==> config.mk <==
export PLATFORM = sky130hd
export DESIGN_NAME = bvh_prim_port_arbiter_flat
export DESIGN_NICKNAME = d
export VERILOG_FILES = /design/src/rtl/bvh_prim_port_arbiter_pkg.sv /design/src/rtl/bvh_prim_port_arbiter_if.sv /design/src/rtl/bvh_prim_port_arbiter_rr_pick.sv /design/src/rtl/bvh_prim_port_arbiter.sv /design/src/flat_wrapper.sv
export SDC_FILE = /design/constraint.sdc
export NUM_CORES = 1
export LEC_CHECK = 0
export BUFFER_PORTS_ARGS = -buffer_cell sky130_fd_sc_hd__buf_2
export CELL_PAD_IN_SITES_DETAIL_PLACEMENT = 0
export CELL_PAD_IN_SITES_GLOBAL_PLACEMENT = 1
export CORE_MARGIN = 2
export CORE_UTILIZATION = 26
export DETAILED_ROUTE_END_ITERATION = 10
export PLACE_DENSITY_LB_ADDON = 0.1
export REMOVE_ABC_BUFFERS = 1
export SYNTH_ARGS = -nofsm -noshare
export SYNTH_HDL_FRONTEND = slang
export SYNTH_SLANG_ARGS = --single-unit
==> constraint.sdc <==
create_clock -name clk -period 2.7 [get_ports clk]
set_clock_uncertainty 0.15 [all_clocks]
set_input_delay 0.27 -clock clk [delete_from_list [all_inputs] [get_ports clk]]
set_output_delay 0.27 -clock clk [all_outputs]
set_load 0.01 [all_outputs]
==> src/rtl/bvh_prim_port_arbiter_pkg.sv <==
// Shared types and widths for the BVH / primitive port arbiter.
//   arb_state_e  : arbiter FSM states (ARB_Idle, ARB_Own, ARB_Drain)
//   return_tag_t : {valid, owner} carried down the read-return pipeline
//   BVH_NODE_INDEX_WIDTH / BVH_PRIMITIVE_INDEX_WIDTH : default index widths
package bvh_prim_port_arbiter_pkg;
    localparam int BVH_NODE_INDEX_WIDTH      = 8;
    localparam int BVH_PRIMITIVE_INDEX_WIDTH = 8;
    // Owner field is wide enough for the largest supported requester count (8).
    localparam int OWNER_W = 3;

    typedef enum logic [1:0] {
        ARB_Idle,
        ARB_Own,
        ARB_Drain
    } arb_state_e;

    typedef struct packed {
        logic               valid;
        logic [OWNER_W-1:0] owner;
    } return_tag_t;
endpackage

==> src/rtl/bvh_prim_port_arbiter_if.sv <==
// Bundle between the traversal units and the shared BVH / primitive memory port.
// slave  : arbiter side (takes per-unit requests, drives grants and the muxed bus)
// master : traversal-unit / memory side
// Per-unit inputs are packed [NUM_REQ-1:0][W-1:0], unit i in slice i.
// release_pulse is the per-unit release (the plain name is a language keyword).
interface bvh_prim_port_arbiter_if
    import bvh_prim_port_arbiter_pkg::*;
#(
    parameter int NUM_REQ = 4,
    parameter int NODE_W  = BVH_NODE_INDEX_WIDTH,
    parameter int PRIM_W  = BVH_PRIMITIVE_INDEX_WIDTH
);
    logic [NUM_REQ-1:0]             req;
    logic [NUM_REQ-1:0]             release_pulse;
    logic [NUM_REQ-1:0]             rd_en;
    logic [NUM_REQ-1:0][NODE_W-1:0] node_index_in;
    logic [NUM_REQ-1:0][PRIM_W-1:0] aabb_start_in;
    logic [NUM_REQ-1:0][PRIM_W-1:0] aabb_end_in;
    logic [NUM_REQ-1:0][PRIM_W-1:0] sphere_start_in;
    logic [NUM_REQ-1:0][PRIM_W-1:0] sphere_end_in;

    logic [NUM_REQ-1:0]             gnt;
    logic [NUM_REQ-1:0]             yield;
    logic [NODE_W-1:0]              node_index;
    logic [PRIM_W-1:0]              aabb_query_start;
    logic [PRIM_W-1:0]              aabb_query_end;
    logic [PRIM_W-1:0]              sphere_query_start;
    logic [PRIM_W-1:0]              sphere_query_end;
    logic                           mem_rd;
    logic [NUM_REQ-1:0]             rdata_valid;

    modport slave (
        input  req, release_pulse, rd_en, node_index_in,
               aabb_start_in, aabb_end_in, sphere_start_in, sphere_end_in,
        output gnt, yield, node_index, aabb_query_start, aabb_query_end,
               sphere_query_start, sphere_query_end, mem_rd, rdata_valid
    );

    modport master (
        output req, release_pulse, rd_en, node_index_in,
               aabb_start_in, aabb_end_in, sphere_start_in, sphere_end_in,
        input  gnt, yield, node_index, aabb_query_start, aabb_query_end,
               sphere_query_start, sphere_query_end, mem_rd, rdata_valid
    );
endinterface

==> src/rtl/bvh_prim_port_arbiter_rr_pick.sv <==
// rr_pick: combinational rotate-priority encoder.
//   req   : N-bit request vector
//   ptr   : index with highest priority; priority falls upward with wrap
//   idx   : chosen index (0 when nothing requested)
//   found : any request present
module rr_pick #(
    parameter int N  = 4,
    parameter int IW = $clog2(N)
) (
    input  logic [N-1:0]  req,
    input  logic [IW-1:0] ptr,
    output logic [IW-1:0] idx,
    output logic          found
);
    int          j;
    logic [IW-1:0] jj;

    // Walk offsets from farthest to nearest so the nearest set bit wins last.
    always_comb begin
        idx   = '0;
        found = 1'b0;
        j     = 0;
        jj    = '0;
        for (int i = N - 1; i >= 0; i--) begin
            j = int'(ptr) + i;
            if (j >= N) j = j - N;
            jj = IW'(j);
            if (req[jj]) begin
                idx   = jj;
                found = 1'b1;
            end
        end
    end
endmodule

==> src/rtl/bvh_prim_port_arbiter.sv <==
// bvh_prim_port_arbiter: shares the BVH node-fetch port and the AABB/sphere
// query ports between NUM_REQ traversal units. One owner at a time,
// round-robin, grant held for a whole traversal (released by release_pulse).
// Reads are tagged with the owner and returned as a one-hot rdata_valid
// exactly MEM_LAT cycles after mem_rd.
// Ports:
//   clk, reset (asynchronous, active-high)
//   bus : bvh_prim_port_arbiter_if.slave (its NUM_REQ/NODE_W/PRIM_W must match)
// Optional: define BVH_ARB_PRIORITY_EN to give unit 0 absolute priority at the
// idle decision; round-robin still applies among the other units.
module bvh_prim_port_arbiter
    import bvh_prim_port_arbiter_pkg::*;
#(
    parameter int NUM_REQ = 4,
    parameter int NODE_W  = BVH_NODE_INDEX_WIDTH,
    parameter int PRIM_W  = BVH_PRIMITIVE_INDEX_WIDTH,
    parameter int MEM_LAT = 2,
    parameter int QUANTUM = 64
) (
    input  logic                    clk,
    input  logic                    reset,
    bvh_prim_port_arbiter_if.slave  bus
);
    localparam int OW  = $clog2(NUM_REQ);
    localparam int IFW = $clog2(MEM_LAT + 1);
    localparam int QW  = $clog2(QUANTUM + 1);

    arb_state_e         state, state_nxt;
    logic [OW-1:0]      owner, rr_ptr, ptr_after;
    logic [OW-1:0]      rr_idx, pick_idx;
    logic               rr_found, pick_found;
    logic [NUM_REQ-1:0] rr_req, owner_oh;
    logic [IFW-1:0]     inflight, inflight_nxt;
    logic [QW-1:0]      quantum_cnt;
    logic               yield_hold, quantum_hit, others_waiting;
    logic               own, rel, issue, tail_vld;
    return_tag_t        tag_in;
    return_tag_t        tag_pipe [MEM_LAT:1];

    rr_pick #(.N(NUM_REQ), .IW(OW)) u_rr_pick (
        .req   (rr_req),
        .ptr   (rr_ptr),
        .idx   (rr_idx),
        .found (rr_found)
    );

`ifdef BVH_ARB_PRIORITY_EN
    assign rr_req     = bus.req & ~NUM_REQ'(1);
    assign pick_idx   = bus.req[0] ? '0 : rr_idx;
    assign pick_found = bus.req[0] | rr_found;
`else
    assign rr_req     = bus.req;
    assign pick_idx   = rr_idx;
    assign pick_found = rr_found;
`endif

    assign own            = (state == ARB_Own);
    assign owner_oh       = NUM_REQ'(1) << owner;
    assign issue          = own & bus.rd_en[owner];
    assign rel            = own & bus.release_pulse[owner];
    assign tail_vld       = tag_pipe[MEM_LAT].valid;
    assign others_waiting = |(bus.req & ~owner_oh);
    assign quantum_hit    = (quantum_cnt == QW'(QUANTUM)) & others_waiting;
    assign ptr_after      = (owner == OW'(NUM_REQ - 1)) ? '0 : owner + OW'(1);

    assign tag_in.valid = issue;
    assign tag_in.owner = OWNER_W'(owner);

    always_comb begin
        inflight_nxt = inflight;
        unique case ({issue, tail_vld})
            2'b10:   inflight_nxt = inflight + IFW'(1);
            2'b01:   inflight_nxt = inflight - IFW'(1);
            default: inflight_nxt = inflight;
        endcase
    end

    // Release counts the read issued in the same cycle, so drain covers it.
    always_comb begin
        state_nxt = state;
        unique case (state)
            ARB_Idle:  if (pick_found) state_nxt = ARB_Own;
            ARB_Own:   if (rel) state_nxt = (inflight_nxt != '0) ? ARB_Drain : ARB_Idle;
            ARB_Drain: if (inflight == '0) state_nxt = ARB_Idle;
            default:   state_nxt = ARB_Idle;
        endcase
    end

    always_ff @(posedge clk or posedge reset) begin
        if (reset) state <= ARB_Idle;
        else       state <= state_nxt;
    end

    always_ff @(posedge clk or posedge reset) begin
        if (reset) begin
            owner       <= '0;
            rr_ptr      <= '0;
            inflight    <= '0;
            quantum_cnt <= '0;
            yield_hold  <= 1'b0;
        end else begin
            inflight <= inflight_nxt;
            if (state == ARB_Idle && pick_found) begin
                owner       <= pick_idx;
                // The first owned cycle already counts toward the quantum.
                quantum_cnt <= QW'(1);
                yield_hold  <= 1'b0;
            end else if (own) begin
                if (rel) begin
                    rr_ptr      <= ptr_after;
                    quantum_cnt <= '0;
                    yield_hold  <= 1'b0;
                end else begin
                    if (quantum_cnt != QW'(QUANTUM)) quantum_cnt <= quantum_cnt + QW'(1);
                    if (quantum_hit) yield_hold <= 1'b1;
                end
            end
        end
    end

    // Return-tag pipeline; reset wipes in-flight tags so no stale returns escape.
    always_ff @(posedge clk or posedge reset) begin
        if (reset) begin
            for (int i = 1; i <= MEM_LAT; i++) tag_pipe[i] <= '0;
        end else begin
            tag_pipe[1] <= tag_in;
            for (int i = 2; i <= MEM_LAT; i++) tag_pipe[i] <= tag_pipe[i-1];
        end
    end

    always_comb begin
        bus.gnt                = own ? owner_oh : '0;
        bus.yield              = (own && (yield_hold || quantum_hit)) ? owner_oh : '0;
        bus.mem_rd             = issue;
        bus.node_index         = own ? bus.node_index_in[owner]   : '0;
        bus.aabb_query_start   = own ? bus.aabb_start_in[owner]   : '0;
        bus.aabb_query_end     = own ? bus.aabb_end_in[owner]     : '0;
        bus.sphere_query_start = own ? bus.sphere_start_in[owner] : '0;
        bus.sphere_query_end   = own ? bus.sphere_end_in[owner]   : '0;
        bus.rdata_valid        = tail_vld ? (NUM_REQ'(1) << tag_pipe[MEM_LAT].owner) : '0;
    end
endmodule

==> src/flat_wrapper.sv <==
// flat-port wrapper written by rule: the top's interface ports become plain ports
module bvh_prim_port_arbiter_flat import bvh_prim_port_arbiter_pkg::*;
#(
    parameter int NUM_REQ = 4,
    parameter int NODE_W  = BVH_NODE_INDEX_WIDTH,
    parameter int PRIM_W  = BVH_PRIMITIVE_INDEX_WIDTH,
    parameter int MEM_LAT = 2,
    parameter int QUANTUM = 64
)
  (clk, reset, bus_req, bus_release_pulse, bus_rd_en, bus_node_index_in, bus_aabb_start_in, bus_aabb_end_in, bus_sphere_start_in, bus_sphere_end_in, bus_gnt, bus_yield, bus_node_index, bus_aabb_query_start, bus_aabb_query_end, bus_sphere_query_start, bus_sphere_query_end, bus_mem_rd, bus_rdata_valid);
  bvh_prim_port_arbiter_if #(.NUM_REQ(NUM_REQ), .NODE_W(NODE_W), .PRIM_W(PRIM_W)) bus_i ();
  input  logic clk;
  input  logic reset;
  input wire logic [$bits(bus_i.req)-1:0] bus_req;
  input wire logic [$bits(bus_i.release_pulse)-1:0] bus_release_pulse;
  input wire logic [$bits(bus_i.rd_en)-1:0] bus_rd_en;
  input wire logic [$bits(bus_i.node_index_in)-1:0] bus_node_index_in;
  input wire logic [$bits(bus_i.aabb_start_in)-1:0] bus_aabb_start_in;
  input wire logic [$bits(bus_i.aabb_end_in)-1:0] bus_aabb_end_in;
  input wire logic [$bits(bus_i.sphere_start_in)-1:0] bus_sphere_start_in;
  input wire logic [$bits(bus_i.sphere_end_in)-1:0] bus_sphere_end_in;
  output wire logic [$bits(bus_i.gnt)-1:0] bus_gnt;
  output wire logic [$bits(bus_i.yield)-1:0] bus_yield;
  output wire logic [$bits(bus_i.node_index)-1:0] bus_node_index;
  output wire logic [$bits(bus_i.aabb_query_start)-1:0] bus_aabb_query_start;
  output wire logic [$bits(bus_i.aabb_query_end)-1:0] bus_aabb_query_end;
  output wire logic [$bits(bus_i.sphere_query_start)-1:0] bus_sphere_query_start;
  output wire logic [$bits(bus_i.sphere_query_end)-1:0] bus_sphere_query_end;
  output wire logic [$bits(bus_i.mem_rd)-1:0] bus_mem_rd;
  output wire logic [$bits(bus_i.rdata_valid)-1:0] bus_rdata_valid;
  assign bus_i.req = bus_req;
  assign bus_i.release_pulse = bus_release_pulse;
  assign bus_i.rd_en = bus_rd_en;
  assign bus_i.node_index_in = bus_node_index_in;
  assign bus_i.aabb_start_in = bus_aabb_start_in;
  assign bus_i.aabb_end_in = bus_aabb_end_in;
  assign bus_i.sphere_start_in = bus_sphere_start_in;
  assign bus_i.sphere_end_in = bus_sphere_end_in;
  assign bus_gnt = bus_i.gnt;
  assign bus_yield = bus_i.yield;
  assign bus_node_index = bus_i.node_index;
  assign bus_aabb_query_start = bus_i.aabb_query_start;
  assign bus_aabb_query_end = bus_i.aabb_query_end;
  assign bus_sphere_query_start = bus_i.sphere_query_start;
  assign bus_sphere_query_end = bus_i.sphere_query_end;
  assign bus_mem_rd = bus_i.mem_rd;
  assign bus_rdata_valid = bus_i.rdata_valid;
  bvh_prim_port_arbiter #(.NUM_REQ(NUM_REQ), .NODE_W(NODE_W), .PRIM_W(PRIM_W), .MEM_LAT(MEM_LAT), .QUANTUM(QUANTUM)) u_core (.clk(clk), .reset(reset), .bus(bus_i));
endmodule
* Word level (Yosys, flattened, before mapping)
Cells that the tools add are included.
Cells by class: $add $sub $neg 11, muxes and demuxes 57, reductions and logical operators 14, equality and inequality tests 10, $lt $le $gt $ge 9, bitwise logic cells 6, shift operators 2
Operator list (count):
- binary-select mux 8 bit (select 2 bit) | 5
- two-way mux 8 bit | 10
- two-way mux 7 bit | 4
- two-way mux 2 bit | 13
- < comparator 2 x 3 -> 1 bit (second input constant) | 5
- two-way mux 1 bit | 14
- binary-select mux 1 bit (select 2 bit) | 6
- two-way mux 4 bit | 3
- subtractor 2 x 1 -> 2 bit (second input constant) | 5
- greater-or-equal comparator 3 bit (second input constant) | 3
- left shift 1 x 2 -> 4 bit (first input constant) | 2
- adder 7 x 1 -> 7 bit (second input constant) | 1
- == test 7 bit (second input constant) | 1
- != test 7 bit (second input constant) | 1
- adder 2 x 2 -> 3 bit (second input constant) | 2
- == test 2 bit (second input constant) | 3
- case mux 2 bit (3 select lines) | 1
- AND reduction 3 bit | 2
- nonzero test 3 bit | 2
- adder 2 x 1 -> 2 bit (second input constant) | 2
- bitwise AND 4 bit | 1
- == test 2 x 1 -> 1 bit (second input constant) | 2
- zero test 2 bit | 2
- != test 2 x 1 -> 1 bit (second input constant) | 2
- other kinds (12) | 17
Word-level totals: logic and storage cells 119, input bits 174, register bits 22, output and inout port bits 53

* Logic depth before layout (Yosys ltp)
word-level depth 12, gate-level depth with buffers 10, mapped depth without buffers 9

* Modules after synthesis
Synthesis repeated with hierarchy kept, for this count alone.
Second synthesis, totals: cell total of the unflattened synthesis 225, area, all modules 2504.9 µm²
Modules (own cells, without submodules):
- bvh_prim_port_arbiter | times used 1, sequential area each 550.5 µm², area each 2427.3 µm², cells each 212
- rr_pick | times used 1, sequential area each 0.0 µm², area each 77.6 µm², cells each 13

* Least setup slack after synthesis
Ideal clock, no wire load.
path type reg2out, start point register u_core.owner[1], end point output bus_yield[0], path buffers 2, path slack 0.362 ns, arrival 1.918 ns, required time 2.280 ns, cell stages (with the launch flop) 9, cells stage by stage dfrtp_1 > buf_2 > buf_1 > inv_1 > ha_1 > nand2b_1 > o2111ai_1 > a21oi_1 > nor3b_1
Between the ends: word-level cells in the longest chain between the ends 8
Ends and longest elaborated chain:
- start: declaration | line bvh_prim_port_arbiter.sv:29 | logic [OW-1:0] owner, rr_ptr, ptr_after;
- start signal: assignment | line bvh_prim_port_arbiter.sv:104 | owner <= pick_idx;
- left shift 1 x 2 -> 4 bit * | line bvh_prim_port_arbiter.sv:58 | assign owner_oh = NUM_REQ'(1) << owner;
- inverter 4 bit | line bvh_prim_port_arbiter.sv:62 | assign others_waiting = |(bus.req & ~owner_oh);
- bitwise AND 4 bit | line bvh_prim_port_arbiter.sv:62
- OR reduction 4 bit | line bvh_prim_port_arbiter.sv:62
- bitwise AND 1 bit | line bvh_prim_port_arbiter.sv:63 | assign quantum_hit = (quantum_cnt == QW'(QUANTUM)) & others_waiting;
- logical OR 1 bit | line bvh_prim_port_arbiter.sv:133 | bus.yield = (own && (yield_hold || quantum_hit)) ? owner_oh : '0;
- logical AND 1 bit | line bvh_prim_port_arbiter.sv:133
- two-way mux 4 bit * | line bvh_prim_port_arbiter.sv:133
- end: declaration | line flat_wrapper.sv:23 | output wire logic [$bits(bus_i.yield)-1:0] bus_yield;
Mark *: on every way between the ends. The rest lies on a longest branch, timed or not.

* Worst setup path after layout
start point register u_core.owner[0], end point output bus_aabb_query_end[7]
Between the ends: word-level cells in the longest chain between the ends 3
Ends and longest elaborated chain:
- binary-select mux 8 bit (select 2 bit) | line bvh_prim_port_arbiter.sv:137 | bus.aabb_query_end = own ? bus.aabb_end_in[owner] : '0;
- two-way mux 8 bit (not written as such) | line bvh_prim_port_arbiter.sv:137
- two-way mux 8 bit | line bvh_prim_port_arbiter.sv:137
- end: declaration | line flat_wrapper.sv:26 | output wire logic [$bits(bus_i.aabb_query_end)-1:0] bus_aabb_query_end;
Every way passes these cells. The select of a mux whose other input is x is not followed.

==> results.sh <==
export IMPL_r2r_start="u_core.owner[1]"
export IMPL_crit_slowest_cell="dfrtp_2"
export IMPL_period_needed_ns=2.46
export IMPL_fillCellCount=991
export IMPL_synth_flop_cell="dfrtp_1"
export IMPL_crit_path_start_kind="flop"
export IMPL_fmax_ghz=0.406
export IMPL_finalPower_mw=3.25
export IMPL_final_max_slew_viol_count=0
export IMPL_combPwrFrac=0.718
export IMPL_ir_drop_mv=0.348
export IMPL_post_cts_buffers=0
export IMPL_ant_nets=0
export IMPL_startpoint="u_core.owner[0]"
export IMPL_cp_top_family="flip-flops"
export IMPL_grt_usage=0.194
export IMPL_cp_arrival_ns=2.04
export IMPL_first_pass_iters=4
export IMPL_cts_sinks=22
export IMPL_yosysTopAreaCellShare=0.368
export IMPL_slowest_delay_ns=0.57
export IMPL_status="completed"
export IMPL_hp_class="primary input to async pin"
export IMPL_async_reset_ff_frac=1.00
export IMPL_max_cap_viol_count=0
export IMPL_post_route_period_util=0.913
export IMPL_slew_headroom=0.422
export IMPL_synth_seq_cells=22
export IMPL_area_delta_synth_final_pct=54.2
export IMPL_sequentialPowerShare=0.187
export IMPL_initial_core_util=0.270
export IMPL_final_cells=578
export IMPL_htree_levels=1
export IMPL_pwr_density_cell_nw_per_um2=842
export IMPL_leakagePower_nw=1.92
export IMPL_die_y_um=102
export IMPL_yosys_area_top_type="mux4_2"
export IMPL_dr_first_iter_drc_count=39
export IMPL_dp_cells=570
export IMPL_ctsHoldBuffers=0
export IMPL_whs_ns=0.0214
export IMPL_portBuffers=226
export IMPL_required_ns=2.28
export IMPL_coreArea_um2=9280
export IMPL_rows=35
export IMPL_yosys_warnings=0
export IMPL_synth_most_common_cell="and2_1"
export IMPL_synth_avg_cell_area_um2=11.1
export IMPL_worst_slew_pin_slew_ns=0.865
export IMPL_die_area_um2=10400
export IMPL_drt_vias_per_instance=4.80
export IMPL_power_net_switching_mw=1.38
export IMPL_routed_wirelength_um=10300
export IMPL_insertion_delay_ns=0.26
export IMPL_cts_resized=0
export IMPL_pin_count=227
export IMPL_clock_path_buffers=2
export IMPL_worstPathCellList="buf_4 -> mux4_2 -> and2_1 -> buf_2"
export IMPL_drt_drc_violations_left=0
export IMPL_nets=627
export IMPL_yosysUniqueCellTypes=46
export IMPL_p_sw_frac=0.425
export IMPL_root_buffer="clkbuf_8"
export IMPL_grt_ovfl_total=0
export IMPL_critPathBufInv=2
export IMPL_clk_transition_reported_paths_ns=0.08
export IMPL_grt_pass1_wl_um=15300
export IMPL_synth_edf_count=0
export IMPL_synthTopCellsByArea="mux4_2, dfrtp_1, and2_1"
export IMPL_syn_area_um2=2510
export IMPL_clkPwrFrac=0.095
export IMPL_p_int_mw=1.87
export IMPL_worst_path_max_fanout=16
export IMPL_wl_per_cell_um=17.7
export IMPL_synth_seq_area_share=0.220
export IMPL_end_kind="output pin"
export IMPL_vias=2775
export IMPL_cts_tree="built"
export IMPL_finalSetupViolations=0
export IMPL_place_worst_setup_slack_ns=0.484
export IMPL_hold_viol_final=0
export IMPL_tns_ns=0
export IMPL_layout_drive_gt1_share=0.645
export IMPL_syn_inst=226
export IMPL_fp_dieW_um=102
export IMPL_rsz0062_at_grt="false"
export IMPL_crit_type="flop to output pin"
export IMPL_setup_slack_ns=0.236
export IMPL_hpwl_um=8910
export IMPL_synthTopCellsByCount="and2_1, mux4_2, dfrtp_1"
export IMPL_grt_pass1_vias=2866
export IMPL_numCtsBuffers=3
export IMPL_grt_start_max_net_pins=34
export IMPL_gp_congestion=0.861
export IMPL_antenna_found_initial=9
==> cell usage in the layout, fill, tap and decap left out, types with 2 or more instances in the layout <==
cell and instances:
o21ai_0 5, buf_2 226, diode_2 4, dfrtp_1 20
o21ai_1 3, nor3_1 2, nor2_1 9, a211oi_1 2
clkbuf_8 3, dfrtp_2 2, or3_1 2, nor3b_1 6
nand2_2 2, o2bb2ai_1 2, mux4_2 41, ha_1 7
inv_1 10, and2_1 44, a21oi_1 6, nand2_1 8
buf_4 5, nor2b_1 2, nand2b_1 5, nand3_1 2
xnor2_1 6
==> final timing paths <==
check / to / slack [ns] / depth (start not counted)
setup reg to reg: u_core.state[1] / 0.61 / 7
hold / removal: u_core.tail_vld / 0.02 / 2
setup / recovery: bus_aabb_query_end[7] / 0.24 / 4
hold reg to reg: u_core.tail_vld / 0.20 / 0
min in group clk: u_core.tail_vld / 0.20 / 0
max in group asynchronous: u_core.owner[1] / 1.79 / 2
==> cell families after synthesis <==
kind of cell	count (synthesis)	share of synthesized area
xor gates and xnor gates	7	0.0245
buffers and inverters	27	0.0464
DFF	22	0.220
muxes	44	0.381
adders and majority gates	7	0.0349
AOI/OAI and AO/OA	26	0.0689
and+or+nand+nor	93	0.224
==> metal layers <==
metal  GRT usage  routed length [um]  vias to the layer above
met2       0.342                4970                      128
li1            -                   -                     1289
met3      0.0841                1140                       23
met4      0.0431                 150                       10
met5           0                  59                        -
met1       0.218                3930                     1325
==> sequential cells by signal, indices dropped and copies added (netlist names) <==
signal              flops
u_core.quantum_cnt      7
u_core.tag_pipe         5
u_core.inflight         2
u_core.owner            2
u_core.rr_ptr           2
u_core.state            2
u_core.tail_vld         1
u_core.yield_hold       1
==> final cells by class <==
| type | count | area, um2 | area share |
|---|---|---|---|
| multi-input combinational | 177 | 1840 | 0.477 |
| timing repair buffer | 232 | 1190 | 0.308 |
| sequential | 22 | 553 | 0.143 |
| tap | 129 | 161 | 0.0418 |
| clock buffer | 3 | 41.3 | 0.0107 |
| inverter | 10 | 37.5 | 0.00972 |
| clock inverter | 1 | 30.0 | 0.00777 |
| antenna | 4 | 10.0 | 0.00259 |
==> power groups by stage <==
stage | logic, mW | clock network (mW) | registers [mW]
floorplan | 1.42 | 0 | 0.736
global placement | 2.38 | 0 | 0.615
detailed placement | 2.39 | 0 | 0.616
CTS | 2.39 | 0.317 | 0.611
global route | 2.58 | 0.337 | 0.636
finish | 2.34 | 0.309 | 0.609
==> worst register-to-register path: stages (launching register included) <==
cell,delay [ns]
dfrtp_2,0.48
mux2_2,0.35
o21ai_0,0.21
nand2b_1,0.14
ha_1,0.27
nor3b_1,0.21
o2bb2ai_1,0.08
o31a_1,0.10
==> stage by stage <==
stage          area, um2   util
6_report            3860  0.416
5_1_grt             3860  0.416
4_1_cts             3850  0.415
3_5_place_dp        3780  0.407
3_3_place_gp        3780  0.407
2_1_floorplan       2430      -
Power figures use the tool's default switching activity.
